--- src/rtl/update_scheduler_pkg.sv ---
// Shared types for the update scheduler: FSM state encoding and the queued job record.
package update_scheduler_pkg;

    localparam int unsigned W = 8;

    typedef enum logic [1:0] {
        StIdle,
        StIssue,
        StWait,
        StResp
    } sched_state_t;

    typedef struct packed {
        logic         id;
        logic [W-1:0] x_0;
        logic [W-1:0] x_1;
        logic [W-1:0] delta_0;
        logic [W-1:0] delta_1;
    } upd_job_t;

endpackage

--- src/rtl/update_scheduler_sync_fifo.sv ---
// Synchronous FIFO with count-based full/empty; push is dropped when full, pop when empty.
module update_scheduler_sync_fifo #(
    parameter int unsigned Width = 8,
    parameter int unsigned Depth = 4
) (
    input  logic             clk_i,
    input  logic             rst_ni,
    input  logic             push_i,
    input  logic [Width-1:0] data_i,
    input  logic             pop_i,
    output logic [Width-1:0] data_o,
    output logic             full_o,
    output logic             empty_o
);
    localparam int unsigned AddrW = $clog2(Depth);

    logic [Width-1:0] mem_q [Depth];
    logic [AddrW-1:0] wptr_q, rptr_q;
    logic [AddrW:0]   count_q;
    logic             push_en, pop_en;

    assign full_o  = (count_q == (AddrW+1)'(Depth));
    assign empty_o = (count_q == '0);
    assign push_en = push_i & ~full_o;
    assign pop_en  = pop_i & ~empty_o;
    assign data_o  = mem_q[rptr_q];

    always_ff @(posedge clk_i) begin
        if (push_en) begin
            mem_q[wptr_q] <= data_i;
        end
    end

    always_ff @(posedge clk_i or negedge rst_ni) begin
        if (!rst_ni) begin
            wptr_q  <= '0;
            rptr_q  <= '0;
            count_q <= '0;
        end else begin
            if (push_en) begin
                wptr_q <= wptr_q + 1'b1;
            end
            if (pop_en) begin
                rptr_q <= rptr_q + 1'b1;
            end
            case ({push_en, pop_en})
                2'b10:   count_q <= count_q + 1'b1;
                2'b01:   count_q <= count_q - 1'b1;
                default: count_q <= count_q;
            endcase
        end
    end

endmodule

--- src/rtl/update_scheduler.sv ---
// Round-robin arbitration of two job requesters into a FIFO, and an FSM that issues each job
// to the updater, waits for done or timeout, and returns a tagged response.
module update_scheduler
    import update_scheduler_pkg::*;
#(
    parameter int unsigned Depth   = 4,
    parameter int unsigned Timeout = 255
) (
    input  logic           clk_i,
    input  logic           rst_ni,
    input  logic [1:0]     req_valid_i,
    output logic [1:0]     req_ready_o,
    input  logic [8*W-1:0] req_data_i,
    output logic [W-1:0]   upd_x_0_o,
    output logic [W-1:0]   upd_x_1_o,
    output logic [W-1:0]   upd_delta_0_o,
    output logic [W-1:0]   upd_delta_1_o,
    output logic           upd_start_o,
    input  logic           upd_done_i,
    output logic           resp_valid_o,
    output logic           resp_id_o,
    output logic           resp_timeout_o,
    output logic           busy_o
);
    localparam int unsigned TimerW = $clog2(Timeout + 1);

    sched_state_t      state_q;
    logic [TimerW-1:0] timer_q;
    logic              rr_q;
    logic [1:0]        grant;
    logic              push, push_id, pop;
    logic              fifo_full, fifo_empty;
    upd_job_t          push_job, pop_job;
    logic [W-1:0]      x_0_q, x_1_q, delta_0_q, delta_1_q;
    logic              job_id_q, start_q, resp_valid_q, resp_id_q, resp_timeout_q;

    // Priority starts at the round-robin pointer.
    always_comb begin
        grant = 2'b00;
        if (!rr_q) begin
            if (req_valid_i[0])      grant = 2'b01;
            else if (req_valid_i[1]) grant = 2'b10;
        end else begin
            if (req_valid_i[1])      grant = 2'b10;
            else if (req_valid_i[0]) grant = 2'b01;
        end
    end

    assign req_ready_o = grant & {2{~fifo_full}};
    assign push        = |req_ready_o;
    assign push_id     = grant[1];
    assign push_job    = upd_job_t'({push_id, push_id ? req_data_i[8*W-1:4*W]
                                                      : req_data_i[4*W-1:0]});
    assign pop         = (state_q == StIdle) & ~fifo_empty;

    always_ff @(posedge clk_i or negedge rst_ni) begin
        if (!rst_ni) begin
            rr_q <= 1'b0;
        end else if (push) begin
            rr_q <= ~push_id;
        end
    end

    update_scheduler_sync_fifo #(
        .Width ($bits(upd_job_t)),
        .Depth (Depth)
    ) u_fifo (
        .clk_i   (clk_i),
        .rst_ni  (rst_ni),
        .push_i  (push),
        .data_i  (push_job),
        .pop_i   (pop),
        .data_o  (pop_job),
        .full_o  (fifo_full),
        .empty_o (fifo_empty)
    );

    always_ff @(posedge clk_i or negedge rst_ni) begin
        if (!rst_ni) begin
            state_q        <= StIdle;
            timer_q        <= '0;
            x_0_q          <= '0;
            x_1_q          <= '0;
            delta_0_q      <= '0;
            delta_1_q      <= '0;
            job_id_q       <= 1'b0;
            start_q        <= 1'b0;
            resp_valid_q   <= 1'b0;
            resp_id_q      <= 1'b0;
            resp_timeout_q <= 1'b0;
        end else begin
            start_q      <= 1'b0;
            resp_valid_q <= 1'b0;
            case (state_q)
                StIdle: begin
                    if (!fifo_empty) begin
                        x_0_q     <= pop_job.x_0;
                        x_1_q     <= pop_job.x_1;
                        delta_0_q <= pop_job.delta_0;
                        delta_1_q <= pop_job.delta_1;
                        job_id_q  <= pop_job.id;
                        start_q   <= 1'b1;
                        state_q   <= StIssue;
                    end
                end
                StIssue: begin
                    timer_q <= '0;
                    state_q <= StWait;
                end
                StWait: begin
                    // done takes priority over a timeout in the same cycle
                    if (upd_done_i) begin
                        resp_valid_q   <= 1'b1;
                        resp_id_q      <= job_id_q;
                        resp_timeout_q <= 1'b0;
                        state_q        <= StResp;
                    end else begin
                        timer_q <= timer_q + 1'b1;
                        if (timer_q == TimerW'(Timeout - 1)) begin
                            resp_valid_q   <= 1'b1;
                            resp_id_q      <= job_id_q;
                            resp_timeout_q <= 1'b1;
                            state_q        <= StResp;
                        end
                    end
                end
                StResp: begin
                    state_q <= StIdle;
                end
                default: begin
                    state_q <= StIdle;
                end
            endcase
        end
    end

    assign upd_x_0_o      = x_0_q;
    assign upd_x_1_o      = x_1_q;
    assign upd_delta_0_o  = delta_0_q;
    assign upd_delta_1_o  = delta_1_q;
    assign upd_start_o    = start_q;
    assign resp_valid_o   = resp_valid_q;
    assign resp_id_o      = resp_id_q;
    assign resp_timeout_o = resp_timeout_q;
    assign busy_o         = (state_q != StIdle) | ~fifo_empty;

endmodule

--- config.mk ---
export PLATFORM = sky130hd
export DESIGN_NAME = update_scheduler
export DESIGN_NICKNAME = d
export VERILOG_FILES = /design/src/rtl/update_scheduler_pkg.sv /design/src/rtl/update_scheduler_sync_fifo.sv /design/src/rtl/update_scheduler.sv
export SDC_FILE = /design/constraint.sdc
export NUM_CORES = 1
export LEC_CHECK = 0
export CORE_ASPECT_RATIO = 0.6
export CORE_MARGIN = 2
export CORE_UTILIZATION = 45
export DETAILED_ROUTE_END_ITERATION = 6
export GPL_TIMING_DRIVEN = 0
export PLACE_DENSITY = 0.77
export SLEW_MARGIN = 20
export SYNTH_ARGS = -nofsm -noshare
export SYNTH_HDL_FRONTEND = slang
export SYNTH_SLANG_ARGS = --single-unit
export TNS_END_PERCENT = 100
--- constraint.sdc ---
create_clock -name clk_i -period 4.7 [get_ports clk_i]
set_input_delay 1.175 -clock clk_i [delete_from_list [all_inputs] [get_ports clk_i]]
set_output_delay 1.175 -clock clk_i [all_outputs]
set_load 0.01 [all_outputs]
==> impl_metrics.yaml, run 1 <==
outcome:
  status: "finished clean"
global_route:
  overflow: 0
  grt_pass1_vias: 4357
  grt_antenna_before_repair: 0
  grt_pass1_wl_mm: 23.5
  grt_max_degree: 41
  track_usage_pct: 17.5
placement:
  dp.cells: 729
  place_area_sq_um: 9140
  portBuffers: 107
  dp_hpwl_mm: 9.97
  place_congestion: 0.772
clocking:
  cts_buffers: 17
  holdBufCountCts: 0
  cts_root_buf: "clkbuf_16"
  cts_tree: "built"
  cts_setup_buffers: 0
  htree_levels: 4
  cts_resized: 0
  clock_latency_ns: 0.42
  cts_sinks: 187
  clk_pin_slew_ns: 0.07
  cts_buffer_depth: 2
die:
  num_rows: 36
  die_w_um: 173
  die_area_sq_um: 18200
  die_h_um: 105
  core_sq_um: 16400
  ioPinCount: 108
  start_util_pct: 46.7
worst_setup_path:
  crit_path_cell_trace: "clkdlybuf4s50_1 -> inv_1 -> o21ai_2 -> buf_2 -> a21oi_1 -> clkdlybuf4s50_1"
  worstSetupPathType: "in2out"
  reg2reg_depth: 11
  start_kind: "primary input"
  path_common_cell: "clkdlybuf4s50_1"
  endpoint: "req_ready_o[1]"
  arrival_ns: 3.18
  crit_required_ns: 3.52
  end_kind: "output port"
  cp_max_fo: 10
  critPathMaxStageDelay_ns: 0.52
  startpoint: "req_valid_i[0]"
  r2r_end: "u_fifo.count_q[2]"
  regToRegStartpoint: "state_q[0]"
  slowest_stage: "clkdlybuf4s50_1"
  ff2ff_setup_slack_ns: 2.20
timing:
  hold_viol: 0
  relSlewSlack_pct: 51.7
  period_needed_ns: 4.35
  setup_tns_ns: 0
  whs_ns: 0.514
  fmax_mhz: 230
  period_share_pct: 92.6
  fin_skew_ns: 0.0120
  tightest_slew_ns: 0.724
  setup_violations: 0
  report.final.slew_viol_count: 0
  grt_setup_unrepaired: "no"
logic_synthesis:
  ys_ff_latch: 187
  synth.most_common_cell: "edfxtp_1"
  synthTopCellsByArea: "edfxtp_1 52%, dfrtp_1 18%, mux4_2 8.2%"
  syn_nets: 470
  synth_flop_cell: "edfxtp_1"
  async_flop_share_pct: 29.4
  synth_edf_count: 132
  syn_avg_cell_area_sq_um: 19.7
  yosys_warnings: 0
  syn_inst: 389
  ys_types: 35
  synth_top_area_cell: "edfxtp_1"
  synth_common_cells: "132 x edfxtp_1, 55 x dfrtp_1, 40 x mux2_2"
  netlist_area_sq_um: 7680
  synth_seq_area_share_pct: 69.6
  yosysTopAreaCellShare_pct: 51.6
cells_and_area:
  final_net_count: 601
  drive_gt1_share_pct: 28.3
  utilization_pct: 59.3
  syn_to_final_growth_pct: 27.0
  final_area_sq_um: 9750
  diodes: 0
  layout.cells.non_filler: 761
detailed_routing:
  drtPass1Iterations: 5
  drc: 0
  drt_first_iter_violations: 211
  vias: 3939
  vias_per_cell: 5.18
  postRouteWirelength_mm: 14.8
  wire_per_inst_um: 19.5
  antenna_left: 0
power:
  p_per_area_nw_per_um2: 660
  leakagePower_nw: 3.59
  ir_worst_vdd_uv: 360
run:
  max_cap_violations: 0
min_path:
  hold_path_class: "reg2reg"
  min_from: "upd_delta_0_o[1]"
==> sequential cells by signal (all words and copies together) (netlist names), 2 cells and up <==
| name | count |
|---|---|
| u_fifo.mem_q | 132 |
| u_fifo.wptr_q | 2 |
| u_fifo.rptr_q | 2 |
| upd_delta_0_o | 8 |
| timer_q | 8 |
| state_q | 2 |
| upd_x_0_o | 8 |
| upd_x_1_o | 8 |
| upd_delta_1_o | 8 |
| u_fifo.count_q | 3 |
==> area by class of cell <==
class / count / area [sq um]
timing repair buffer: 112 / 1170
fill: 1178 / 6690
buffer: 14 / 126
inverter: 12 / 45.0
tap: 228 / 285
clock buffer: 17 / 425
multi-input combinational: 176 / 2170
clock inverter: 15 / 186
sequential: 187 / 5340
==> how the worst min path moves through the flow <==
stage | endpoint | slack, ns | depth (start not counted)
detailed placement | upd_x_1_o[5] | 0.50 | 1
floorplan | timer_q[7] | 0.45 | 1
global placement | timer_q[7] | 0.47 | 1
CTS | upd_delta_0_o[1] | 0.52 | 1
finish | upd_delta_0_o[1] | 0.51 | 1
global route | upd_delta_0_o[1] | 0.54 | 1
==> critical path: cells and delay by family <==
family / cells / cell delay (ns)
AO/OA/AOI/OAI: 2 / 0.48
buffers and inverters: 4 / 1.52
==> cells in the final DEF, fill, tap and decap left out, types with 4 or more instances in the layout <==
master and count:
a21oi_1 5, and2_2 4, buf_12 8, buf_2 5
buf_4 4, clkbuf_16 17, clkdlybuf4s50_1 106, dfrtp_1 55
edfxtp_1 132, ha_1 11, inv_1 11, inv_6 4
mux2_2 40, mux2_4 28, mux4_1 5, mux4_2 28
nand2_1 10, nand3_1 4, nor2_1 7, o21ai_0 4
xnor2_1 5, xor2_1 4
==> per-stage QoR <==
stage          setup slack [ns]  total power, mW
3_5_place_dp              0.293             5.04
2_1_floorplan              1.74             4.15
4_1_cts                   0.297             6.49
6_report                  0.346             6.43
3_3_place_gp              0.316             4.88
5_1_grt                   0.212             6.74
==> layer usage <==
layer | vias up | global-route usage [%] | part of all wire (%)
met2 | 139 | 28.1 | 47
met1 | 2015 | 22.6 | 45
met3 | 15 | 5.39 | 6.8
met4 | 0 | 6.23 | 1.3
met5 | - | 0 | 0
li1 | 1770 | - | -
==> power breakdown <==
part	switching [mW]	internal, mW	leakage, nW
Sequential	0.231	2.42	1.88
Clock	0.643	0.804	0.295
Combinational	1.02	1.31	1.41
==> kinds of logic after synthesis <==
kind of cell / synth area share, %
compound gates: 1.39
flops: 69.6
xor+xnor: 1.03
buf+inv: 2.23
mux: 21.5
fa+ha+maj: 2.05
simple gates: 2.20
Note: power is estimated with default switching activity, not from simulation.
==> inputs of run 2 (changes only) <==
CTS_CLUSTER_SIZE = 20   (was default)
SYNTH_HIERARCHICAL = 1   (was default)
==> impl_metrics.yaml, run 2 <==
placement:
  portBuffers: 107
  dp_hpwl_mm: 9.51
  place_congestion: 0.718
  pre_cts_slack_ns: 0.367
detailed_routing:
  vias_per_cell: 5.24
  vias: 4001
  drtPass1Iterations: 4
  postRouteWirelength_mm: 14.8
  antenna_left: 0
  wire_per_inst_um: 19.5
  drt_first_iter_violations: 245
  drc: 0
worst_setup_path:
  ff2ff_setup_slack_ns: 1.83
  slowest_stage: "o21ai_2"
  worstSetupPathType: "in2out"
  regToRegStartpoint: "state_q[1]"
  cp_max_fo: 10
  critPathMaxStageDelay_ns: 0.55
  end_kind: "output port"
  crit_required_ns: 3.52
  crit_path_cell_trace: "clkdlybuf4s50_1 -> inv_1 -> o21ai_2 -> buf_6 -> nor2_1 -> clkdlybuf4s50_1"
  reg2reg_depth: 12
  path_common_cell: "clkdlybuf4s50_1"
  arrival_ns: 3.13
  r2r_end: "u_fifo/count_q[2]"
  start_kind: "primary input"
timing:
  fin_skew_ns: 0.00791
  whs_ns: 0.506
  report.final.slew_viol_count: 0
  hold_viol: 0
  setup_ws_ns: 0.396
  period_needed_ns: 4.30
  relSlewSlack_pct: 34.1
  setup_tns_ns: 0
  tightest_slew_ns: 0.988
  grt_setup_unrepaired: "no"
  setup_violations: 0
  period_share_pct: 91.6
  fmax_mhz: 232
clocking:
  clk_pin_slew_ns: 0.07
  cts_setup_buffers: 0
  holdBufCountCts: 0
  cts_buffers: 17
  clock_latency_ns: 0.43
  cts_tree: "built"
  cts_resized: 0
  cts_root_buf: "clkbuf_16"
  cts_buffer_depth: 2
  cts_sinks: 187
  htree_levels: 4
global_route:
  grt_util_met1_pct: 24.0
  track_usage_pct: 17.6
  grt_max_degree: 34
  grt_pass1_vias: 4199
  grt_use_met3_pct: 4.58
  overflow: 0
  use_met2_pct: 28.3
  top_usage_layer: "met2"
  grt_pass1_wl_mm: 22.9
  grt_antenna_before_repair: 0
logic_synthesis:
  syn_avg_cell_area_sq_um: 19.2
  synth_seq_area_share_pct: 70.4
  synth_flop_cell: "edfxtp_1"
  ys_ff_latch: 187
  syn_inst: 395
  synth_top_area_cell: "edfxtp_1"
  synthTopCellsByArea: "edfxtp_1 52%, dfrtp_1 18%, mux4_2 9.8%"
  yosys_warnings: 6
  synth_edf_count: 132
  ys_types: 38
  async_flop_share_pct: 29.4
  syn_nets: 476
  synth.most_common_cell: "edfxtp_1"
  yosysTopAreaCellShare_pct: 52.2
  netlist_area_sq_um: 7590
  synth_common_cells: "132 x edfxtp_1, 65 x mux2_2, 55 x dfrtp_1"
run:
  max_cap_violations: 0
die:
  core_sq_um: 16400
  die_area_sq_um: 18000
  num_rows: 36
  start_util_pct: 46.4
  ioPinCount: 108
  die_w_um: 172
  die_h_um: 105
cells_and_area:
  final_cell_mix: "132 x edfxtp_1, 106 x clkdlybuf4s50_1, 65 x mux2_2"
  top_register: "u_fifo/mem_q"
  final_common_cell: "edfxtp_1"
  fillerInstances: 1203
  final_net_count: 603
  utilization_pct: 58.5
  syn_to_final_growth_pct: 26.0
  diodes: 0
  largest_reg_flops: 132
  drive_gt1_share_pct: 29.9
min_path:
  hold_end: "upd_delta_1_o[5]"
  whs_path_depth: 1
  min_from: "upd_delta_1_o[5]"
  hold_path_class: "reg2reg"
power:
  p_per_area_nw_per_um2: 655
  ir_worst_vdd_uv: 279
  leakagePower_nw: 3.47
outcome:
  status: "finished clean"
run 2: power breakdown:
group / total [mW] / switching [mW] / internal, mW
Combinational: 2.17 / 1.03 / 1.14
Sequential: 2.66 / 0.221 / 2.44
Clock: 1.44 / 0.628 / 0.813
Total: 6.27 / 1.88 / 4.39
run 2: logic make-up (layout without fill, tap and decap cells):
kind of cell               count (synthesis)  count (layout)  synth area share, %
DFF                                      187             187                 70.4
muxes                                    102             102                 20.2
and+or+nand+nor                           36              36                 2.74
buffers and inverters                     30             170                 2.03
AOI/OAI and AO/OA                         20              20                 1.71
adders and majority gates                 12              12                 2.08
xor gates and xnor gates                   8               8                0.923
run 2: metrics by stage:
step           instances  instance area, sq um  total power [mW]
5_1_grt              763                  9570              6.59
3_5_place_dp         731                  8960              4.87
6_report             763                  9570              6.27
4_1_cts              763                  9570              6.32
3_3_place_gp         730                  8950              4.74
2_1_floorplan        395                  7590              4.01
run 2: metal layers:
layer	vias to the layer above	share of wire [%]
met5	-	0
li1	1790	-
met4	0	0.95
met2	143	48
met3	16	7.3
met1	2052	44
run 2: worst max-delay path by stage:
stage	startpoint	endpoint	slack, ns	cells past startpoint
floorplan	req_valid_i[0]	req_ready_o[1]	1.75	4
global placement	req_valid_i[0]	req_ready_o[1]	0.38	6
detailed placement	req_valid_i[0]	req_ready_o[1]	0.37	6
CTS	req_valid_i[0]	req_ready_o[1]	0.36	6
global route	req_valid_i[0]	req_ready_o[1]	0.31	6
finish	req_valid_i[0]	req_ready_o[1]	0.40	6
run 2: layout make-up:
type                       count  area (sq um)  share of cell area [%]
clock buffer                  19           443                    4.63
sequential                   187          5340                    55.8
buffer                        16           101                    1.06
timing repair buffer         108          1090                    11.4
multi-input combinational    178          2100                    21.9
clock inverter                13           160                    1.67
tap                          228           285                    2.98
inverter                      14          52.6                   0.549
run 2: critical path: cells and delay by family:
family                 cells  cell delay, ns
buffers and inverters      4            1.33
AO/OA/AOI/OAI              1            0.55
AND/OR/NAND/NOR            1            0.06
==> inputs of run 3 (changes only) <==
HOLD_SLACK_MARGIN = 0.08   (was default)
==> results of run 3 <==
Final layout, timing and power as in run 2 (identical DEF).
